### config.mk
export PLATFORM = sky130hd
export DESIGN_NAME = imem_fetch_ctrl
export DESIGN_NICKNAME = d
export VERILOG_FILES = /design/src/rtl/imem_fetch_ctrl_pkg.sv /design/src/rtl/ifetch_fifo.sv /design/src/rtl/imem_fetch_ctrl.sv
export SDC_FILE = /design/constraint.sdc
export NUM_CORES = 1
export LEC_CHECK = 0
export ABC_AREA = 1
export CORE_MARGIN = 4
export CORE_UTILIZATION = 35
export CTS_BUF_LIST = sky130_fd_sc_hd__clkbuf_8 sky130_fd_sc_hd__clkbuf_16
export CTS_CLUSTER_DIAMETER = 120
export DETAILED_ROUTE_END_ITERATION = 10
export GPL_ROUTABILITY_DRIVEN = 0
export PLACE_DENSITY = 0.67
export SYNTH_ARGS = -nofsm -noshare
export SYNTH_HDL_FRONTEND = slang
export SYNTH_SLANG_ARGS = --single-unit
### constraint.sdc
create_clock -name clk -period 5.9 [get_ports clk]
set_input_delay 1.77 -clock clk [delete_from_list [all_inputs] [get_ports clk]]
set_output_delay 1.77 -clock clk [all_outputs]
set_load 0.01 [all_outputs]
### src/rtl/imem_fetch_ctrl_pkg.sv
//------------------------------------------------------------------------------
// Module   : imem_fetch_ctrl_pkg
// Brief    : Shared state encoding, constants and fetch-buffer entry type.
// Revision : 1.0 - initial release
//------------------------------------------------------------------------------
`timescale 1ns/1ps
`default_nettype none

package imem_fetch_ctrl_pkg;

  typedef enum logic [1:0] {
    ST_IDLE  = 2'd0,
    ST_FETCH = 2'd1,
    ST_HALT  = 2'd2,
    ST_FAULT = 2'd3
  } fetch_state_t;

  localparam logic [31:0] c_nop_inst = 32'h0000_0013;

  typedef struct packed {
    logic [31:0] inst;
    logic [31:0] pc;
    logic        fault;
  } fetch_entry_t;

  localparam int c_entry_w = $bits(fetch_entry_t);

endpackage : imem_fetch_ctrl_pkg

`default_nettype wire

### src/rtl/ifetch_fifo.sv
//------------------------------------------------------------------------------
// Module   : ifetch_fifo
// Brief    : Synchronous FIFO with flush; exposes full/empty/count.
// Revision : 1.0 - initial release
//------------------------------------------------------------------------------
`timescale 1ns/1ps
`default_nettype none

module ifetch_fifo #(
  parameter int DEPTH = 2,
  parameter int WIDTH = 65
) (
  input  logic                       clk,
  input  logic                       rst,
  input  logic                       push,
  input  logic                       pop,
  input  logic                       flush,
  input  logic [WIDTH-1:0]           wr_data,
  output logic [WIDTH-1:0]           rd_data,
  output logic                       full,
  output logic                       empty,
  output logic [$clog2(DEPTH):0]     count
);

  localparam int c_ptr_w = (DEPTH > 1) ? $clog2(DEPTH) : 1;
  localparam int c_cnt_w = $clog2(DEPTH) + 1;
  localparam logic [c_ptr_w-1:0] c_ptr_one = c_ptr_w'(1);
  localparam logic [c_cnt_w-1:0] c_cnt_one = c_cnt_w'(1);
  localparam logic [c_cnt_w-1:0] c_cnt_max = c_cnt_w'(DEPTH);

  logic [WIDTH-1:0]   r_mem [DEPTH];
  logic [c_ptr_w-1:0] r_wr_ptr;
  logic [c_ptr_w-1:0] r_rd_ptr;
  logic [c_cnt_w-1:0] r_count;
  logic               w_do_push;
  logic               w_do_pop;

  assign full      = (r_count == c_cnt_max);
  assign empty     = (r_count == '0);
  assign count     = r_count;
  assign rd_data   = r_mem[r_rd_ptr];
  assign w_do_pop  = pop && !empty;
  // A pop frees the slot in the same cycle, so a full FIFO may still accept.
  assign w_do_push = push && (!full || w_do_pop);

  always_ff @(posedge clk or negedge rst) begin
    if (!rst) begin
      r_wr_ptr <= '0;
      r_rd_ptr <= '0;
      r_count  <= '0;
    end else if (flush) begin
      r_wr_ptr <= '0;
      r_rd_ptr <= '0;
      r_count  <= '0;
    end else begin
      if (w_do_push) r_wr_ptr <= r_wr_ptr + c_ptr_one;
      if (w_do_pop)  r_rd_ptr <= r_rd_ptr + c_ptr_one;
      case ({w_do_push, w_do_pop})
        2'b10:   r_count <= r_count + c_cnt_one;
        2'b01:   r_count <= r_count - c_cnt_one;
        default: r_count <= r_count;
      endcase
    end
  end

  always_ff @(posedge clk) begin
    if (w_do_push && !flush) r_mem[r_wr_ptr] <= wr_data;
  end

endmodule : ifetch_fifo

`default_nettype wire

### src/rtl/imem_fetch_ctrl.sv
//------------------------------------------------------------------------------
// Module   : imem_fetch_ctrl
// Brief    : Instruction-fetch sequencer: PC, memory drive, fetch buffer,
//            redirect/halt/fault handling. IFETCH_PERF_EN adds perf counters.
// Revision : 1.0 - initial release
//------------------------------------------------------------------------------
`timescale 1ns/1ps
`default_nettype none

module imem_fetch_ctrl
  import imem_fetch_ctrl_pkg::*;
#(
  parameter logic [31:0] RESET_PC   = 32'h0000_0000,
  parameter int          MEM_DEPTH  = 1001,
  parameter int          FIFO_DEPTH = 2,
  parameter logic [31:0] NOP_INST   = c_nop_inst
) (
  input  logic        clk,
  input  logic        rst,
  output logic        imem_en,
  output logic [31:0] imem_addr,
  input  logic [31:0] imem_inst,
  input  logic        redir_valid,
  input  logic [31:0] redir_pc,
  input  logic        halt_req,
  input  logic        resume,
  output logic        out_valid,
  input  logic        out_ready,
  output logic [31:0] out_inst,
  output logic [31:0] out_pc,
  output logic        out_fault,
`ifdef IFETCH_PERF_EN
  output logic        halted,
  output logic [31:0] perf_fetch_cnt,
  output logic [31:0] perf_stall_cnt,
  output logic [15:0] perf_flush_cnt
`else
  output logic        halted
`endif
);

  localparam int          c_cnt_w     = $clog2(FIFO_DEPTH) + 1;
  localparam logic [29:0] c_mem_depth = 30'(MEM_DEPTH);
  localparam logic [31:0] c_pc_step   = 32'd4;

  fetch_state_t       r_state;
  fetch_state_t       w_state_nxt;
  logic [31:0]        r_pc;
  logic [31:0]        w_pc_nxt;
  logic               r_imem_en;

  logic               w_push;
  logic               w_pop;
  logic               w_flush;
  logic               w_oor;
  fetch_entry_t       w_entry;
  fetch_entry_t       w_head;
  logic [c_entry_w-1:0] w_rd_data;
  logic               w_full;
  logic               w_empty;
  logic [c_cnt_w-1:0] w_count;
  logic               w_unused;

  assign w_unused = &{1'b0, redir_pc[1:0]};

  always_ff @(posedge clk or negedge rst) begin
    if (!rst) begin
      r_state   <= ST_IDLE;
      r_pc      <= RESET_PC;
      r_imem_en <= 1'b0;
    end else begin
      r_state   <= w_state_nxt;
      r_pc      <= w_pc_nxt;
      r_imem_en <= (w_state_nxt == ST_FETCH);
    end
  end

  // Priority: redirect, halt_req, out-of-range detection, normal push.
  always_comb begin
    w_state_nxt = r_state;
    w_pc_nxt    = r_pc;
    w_push      = 1'b0;
    w_flush     = 1'b0;
    w_entry     = '0;
    w_pop       = out_valid && out_ready;
    w_oor       = (r_pc[31:2] >= c_mem_depth);

    if (r_state == ST_IDLE) begin
      w_state_nxt = ST_FETCH;
    end else if (redir_valid) begin
      w_flush     = 1'b1;
      w_pop       = 1'b0;
      w_pc_nxt    = {redir_pc[31:2], 2'b00};
      w_state_nxt = ST_FETCH;
    end else begin
      case (r_state)
        ST_FETCH: begin
          if (halt_req) begin
            w_state_nxt = ST_HALT;
          end else if (!w_full || w_pop) begin
            w_push = 1'b1;
            if (w_oor) begin
              w_entry     = '{inst: NOP_INST, pc: r_pc, fault: 1'b1};
              w_state_nxt = ST_FAULT;
            end else begin
              w_entry  = '{inst: imem_inst, pc: r_pc, fault: 1'b0};
              w_pc_nxt = r_pc + c_pc_step;
            end
          end
        end
        ST_HALT: begin
          if (resume && !halt_req) w_state_nxt = ST_FETCH;
        end
        default: begin
          w_state_nxt = r_state;
        end
      endcase
    end
  end

  ifetch_fifo #(
    .DEPTH (FIFO_DEPTH),
    .WIDTH (c_entry_w)
  ) u_fifo (
    .clk     (clk),
    .rst     (rst),
    .push    (w_push),
    .pop     (w_pop),
    .flush   (w_flush),
    .wr_data (w_entry),
    .rd_data (w_rd_data),
    .full    (w_full),
    .empty   (w_empty),
    .count   (w_count)
  );

  assign w_head    = w_rd_data;
  assign imem_en   = r_imem_en;
  assign imem_addr = {2'b00, r_pc[31:2]};
  assign out_valid = !w_empty;
  // Stale storage is masked so the outputs read zero whenever nothing is valid.
  assign out_inst  = out_valid ? w_head.inst : '0;
  assign out_pc    = out_valid ? w_head.pc   : '0;
  assign out_fault = out_valid && w_head.fault;
  assign halted    = (r_state == ST_HALT) && (w_count == '0);

`ifdef IFETCH_PERF_EN
  logic [31:0] r_perf_fetch;
  logic [31:0] r_perf_stall;
  logic [15:0] r_perf_flush;

  always_ff @(posedge clk or negedge rst) begin
    if (!rst) begin
      r_perf_fetch <= '0;
      r_perf_stall <= '0;
      r_perf_flush <= '0;
    end else begin
      if (w_push && (r_perf_fetch != '1))
        r_perf_fetch <= r_perf_fetch + 32'd1;
      if ((r_state == ST_FETCH) && w_full && !w_pop && (r_perf_stall != '1))
        r_perf_stall <= r_perf_stall + 32'd1;
      if (w_flush && !w_empty && (r_perf_flush != '1))
        r_perf_flush <= r_perf_flush + 16'd1;
    end
  end

  assign perf_fetch_cnt = r_perf_fetch;
  assign perf_stall_cnt = r_perf_stall;
  assign perf_flush_cnt = r_perf_flush;
`else
  // Performance counters are not built in this configuration.
`endif

endmodule : imem_fetch_ctrl

`default_nettype wire
# Yosys cells after proc, flatten, opt, wreduce, memory -nomap -nowiden
# Memories as Yosys holds them, arrays and structs flattened.
# Index checks and enable logic that the tools add are counted.
# classes
mux	37
eq_ne	8
bitwise_logic	1
add_sub_neg	5
n_lt_le_gt_ge	1
n_reduce_logical	21
# ops
operator	count
$mux W65	6
$mux W32	7
$add A32 B3 Y32 const B	1
$ge A30 B10 Y1 const B	1
$mux W1	15
$mux W2	7
$pmux W2 S2	2
$reduce_bool A2 Y1	4
$logic_and A1 B1 Y1	7
$eq A2 B1 Y1 const B	3
$eq A2 B2 Y1 const B	3
$reduce_and A5 Y1	1
$logic_not A1 Y1	4
$logic_not A2 Y1	2
$ne A2 B2 Y1 const B	2
$reduce_bool A3 Y1	1
$add A1 B1 Y1 const B	2
$add A2 B1 Y2 const B	1
$logic_or A1 B1 Y1	2
$sub A2 B1 Y2 const B	1
$not A1 Y1	1
# totals
mem_count	1
in_bits	70
ramBits	130
output_inout_bits	100
regBits	39
word_cells	80
# mem_list
name	words	word_bits	rd	rd_clocked_by_memory_dff	wr	line_no	source
u_fifo.r_mem	2	65	1	0	1	ifetch_fifo.sv:31	logic [WIDTH-1:0] r_mem [DEPTH];

# Logic depth before layout (Yosys ltp)
# depth
depth_word	13
mapped_depth	17

# By module
# A second synthesis with hierarchy kept.
# hier_totals
cells_unflattened	1007
area_unflattened_um2	8455.6
# modules_own_cells
mod	n_inst	cells_per_inst	area_each_um2
ifetch_fifo	1	378	5021.1
imem_fetch_ctrl	1	629	3434.5

# Worst setup path before layout
# OpenSTA, ideal clock, no wires.
# synth_path
path_type	input-to-reg
start	input redir_valid
end	memory u_fifo.r_mem[1][0] (enable)
arrival_ns	5.069
path_slack_ns	0.343
stages	6
path_buffers	1
setup_time_ns	0.488
required_ns	5.412
cell_sequence	clkbuf_1 nor2_1 inv_1 nor2_1 nand2_1 nor2_1
# synth_between
elab_chain_cells	8
word_cells_on_any_way	13
# synth_lines
item	line_no	source
from (decl)	imem_fetch_ctrl.sv:23	input logic redir_valid,
$mux W1	imem_fetch_ctrl.sv:90	end else if (redir_valid) begin
$mux W1	imem_fetch_ctrl.sv:88	if (r_state == ST_IDLE) begin
$logic_and A1 B1 Y1	ifetch_fifo.sv:42	assign w_do_pop = pop && !empty;
$logic_or A1 B1 Y1	ifetch_fifo.sv:44	assign w_do_push = push && (!full || w_do_pop);
$logic_and A1 B1 Y1	ifetch_fifo.sv:44	
$logic_and A1 B1 Y1 *	ifetch_fifo.sv:67	if (w_do_push && !flush) r_mem[r_wr_ptr] <= wr_data;
$mux W1 *	ifetch_fifo.sv:67	
$mux W1 (not written as such) *	ifetch_fifo.sv:67	
to (decl)	ifetch_fifo.sv:31	
# Mark *: on every way between the ends. The rest lies on a longest branch, timed or not.

# Worst setup path in the final report
# layout_path
start	register u_fifo.r_rd_ptr
end	output out_pc[12]
# layout_between
elab_chain_cells	2
# layout_lines
item	line_no	source
from (decl)	ifetch_fifo.sv:33	logic [c_ptr_w-1:0] r_rd_ptr;
from (signal assigned)	ifetch_fifo.sv:57	if (w_do_pop) r_rd_ptr <= r_rd_ptr + c_ptr_one;
$mem_v2 Z2 W65	--	
$mux W32	imem_fetch_ctrl.sv:143	assign out_pc = out_valid ? w_head.pc : '0;
to (decl)	imem_fetch_ctrl.sv:30	output logic [31:0] out_pc,
# Every way passes these cells.

==> flow_summary.toml <==
[clock_tree]
cts_tree = "built"
cts_buffers = 17
ctsResizeCount = 0
postCtsSetupBuffers = 0
clk-insertion-delay-late_ns = 0.42
ctsLongestPathBuffers = 2
cts_root_buffer = "clkbuf_16"
cts.sinks = 165
cts.hold.buffers_added = 0
clkTransAtPathRegs_ns = 0.07
cts_max_level = 4

[setup_path]
crit_type = "reg2out"
critPathLaunchType = "register"
crit_arrival_ns = 2.66
required_ns = 4.13
path_max_fanout = 33
rrSetupSlack_ns = 3.03
r2r_cells = 14
r2r-end = "r_pc[21]"
cp-startpoint = "u_fifo.r_rd_ptr"
endpoint = "out_pc[12]"
rr_startpoint = "r_pc[2]"
worst_setup_path_end_kind = "output port"

[timing]
hold_violations = 0
slew-limit-headroom_pct = 27.1
min_period_ns = 4.43
setup_viol = 0
clock_skew_ns = 0.0139
finalSetupTns_ns = 0
worstMarginPinSlew_ns = 1.09
fin_crit_sh_pct = 75.1
setup_slack_ns = 1.47
rsz0062_at_grt = "no"
slew_viol_final = 0
fmax_ghz = 0.226

[global_route]
antenna_found_initial = 0
gr-total-overflow = 0
grt_pass1_wl_um = 32600
groute.usage.overall_pct = 16.7
grt_start_max_net_pins = 67
grt_pass1_vias = 6255

[pwr]
peakVddDrop_uv = 225
power.total_uw = 4700
pwr-share-clk_pct = 23.1
leakagePower_uw = 0.00401
power_switching_uw = 1750
intPower_uw = 2950
switching_share_pct = 37.3
pwr-share-seq_pct = 36.2
p_per_area_nw_per_um2 = 452
p_comb_share_pct = 40.7

[floorplan]
num_rows = 54
die_h_um = 159
io_pins = 170
initial_core_util_pct = 35.9
die_x_um = 159
die_area_um2 = 25100
core_um2 = 22100

[layout]
drive_gt1_share_pct = 5.19
fin_nets = 1105
layout_commonest_cell = "nand2_1"
mostFrequentLayoutCells = "nand2_1 (300), clkdlybuf4s50_1 (164), edfxtp_1 (128), nor2_1 (113), a21oi_1 (69)"
area.growth.synth_to_final_pct = 31.3
n_antenna_cell = 0
fin_util_pct = 47.1

[detailed_routing]
top_layer = "met4"
drt-met1-wl_um = 9310
drt_first_pass_iters = 4
wl_per_cell_um = 15.8
vias = 6366
ant_nets = 0
drc = 0
wl_met2_um = 9810
totalWireLength_um = 20900
avgViaCountPerCell = 4.82
wl_met3_um = 1440
drt_iter0_markers = 445

[outcome]
status = "completed"

[synth]
avgSynthCellArea_um2 = 9.05
yosysWarnings = 0
synth_seq_cells = 165
synth_cells = 877
synth_area_um2 = 7940
ys_seq_area_share_pct = 60.1
yosysUniqueCellTypes = 31

[place]
dpl.hpwl_um = 13900
numPortBuffers = 165
pre_cts_ws_ns = 1.52

[min_path]
whs_path_depth = 2
hp-class = "reg2reg"

[run]
cap_viol_max_count = 0
==> state kept, by name (all words and copies together), names as in the netlist <==
name,count
u_fifo.r_mem,128
r_pc,30
r_state,2
u_fifo.count,2
imem_en,1
u_fifo.r_rd_ptr,1
u_fifo.r_wr_ptr,1
==> power by group through the flow <==
| stage | logic (uW) | clock network, uW | registers (uW) |
|---|---|---|---|
| floorplan | 950 | 0 | 1710 |
| global placement | 1920 | 0 | 1710 |
| detailed placement | 1940 | 0 | 1720 |
| CTS | 1950 | 1110 | 1700 |
| global route | 2130 | 1170 | 1730 |
| finish | 1920 | 1090 | 1700 |
==> through the flow <==
step | hold slack, ns | instances | area, um2
after floorplan | 0.483 | 880 | 7950
after global placement | 0.551 | 1289 | 9830
after detailed placement | 0.550 | 1289 | 9830
after CTS | 0.568 | 1321 | 10400
after global routing | 0.616 | 1321 | 10400
final | 0.570 | 1321 | 10400
==> worst min path at each step <==
stage	startpoint	to
2_1_floorplan	u_fifo.count[0]	u_fifo.count[0]
3_3_place_gp	r_pc[29]	r_pc[29]
3_5_place_dp	r_pc[29]	r_pc[29]
4_1_cts	r_pc[29]	r_pc[29]
5_1_grt	r_pc[29]	r_pc[29]
6_report	r_pc[29]	r_pc[29]
==> logic make-up after synthesis <==
group / after synthesis / share of synthesized area, %
other: 1 / 0.0473
AOI/OAI and AO/OA: 114 / 7.52
and+or+nand+nor: 457 / 22.5
buffers and inverters: 107 / 5.66
adders and majority gates: 7 / 1.10
xor gates and xnor gates: 17 / 1.88
muxes: 9 / 1.14
DFF: 165 / 60.1
==> cell type report <==
cell class,instances,area (um2)
fillers,2088,11700
flip-flops and latches,165,4770
multi-input cells,608,2750
repair buffers,173,1720
clock buffers,19,464
well taps,280,350
inverters,63,236
clock inverters,13,124
==> metal layers <==
metal | track usage, % | up-vias
met5 | 0 | -
met4 | 5.24 | 0
met3 | 4.21 | 21
met2 | 27.8 | 219
met1 | 21.5 | 2968
li1 | - | 3158
==> synth_stat cells <==
cell	n	area [um2]
a21oi_1	69	345
a21oi_4	1	16.3
a31oi_1	1	6.26
buf_1	10	37.5
buf_2	5	25.0
buf_4	5	37.5
buf_6	3	33.8
clkbuf_1	21	78.8
conb_1	1	3.75
dfrtp_1	37	926
edfxtp_1	128	3840
ha_1	7	87.6
inv_1	61	229
inv_2	2	7.51
mux2i_1	9	90.1
nand2_1	300	1130
nand2_2	2	12.5
nand3_1	15	75.1
nand3_2	1	10.0
nand4_1	6	37.5
nor2_1	116	435
nor2_2	1	6.26
nor3_1	11	55.1
nor4_1	1	6.26
o21a_1	3	22.5
o21ai_0	24	120
o21ai_1	12	60.1
o21bai_1	1	7.51
o22ai_1	3	18.8
or2_2	4	25.0
xor2_1	17	149
==> worst max-delay path, stage by stage (launching register included) <==
cell and delay [ns]:
dfrtp_2 0.40, inv_2 0.43, buf_4 0.45, nand2_1 0.09, a21oi_1 0.25, clkdlybuf4s50_1 0.59
(Power assumes the default switching activity.)
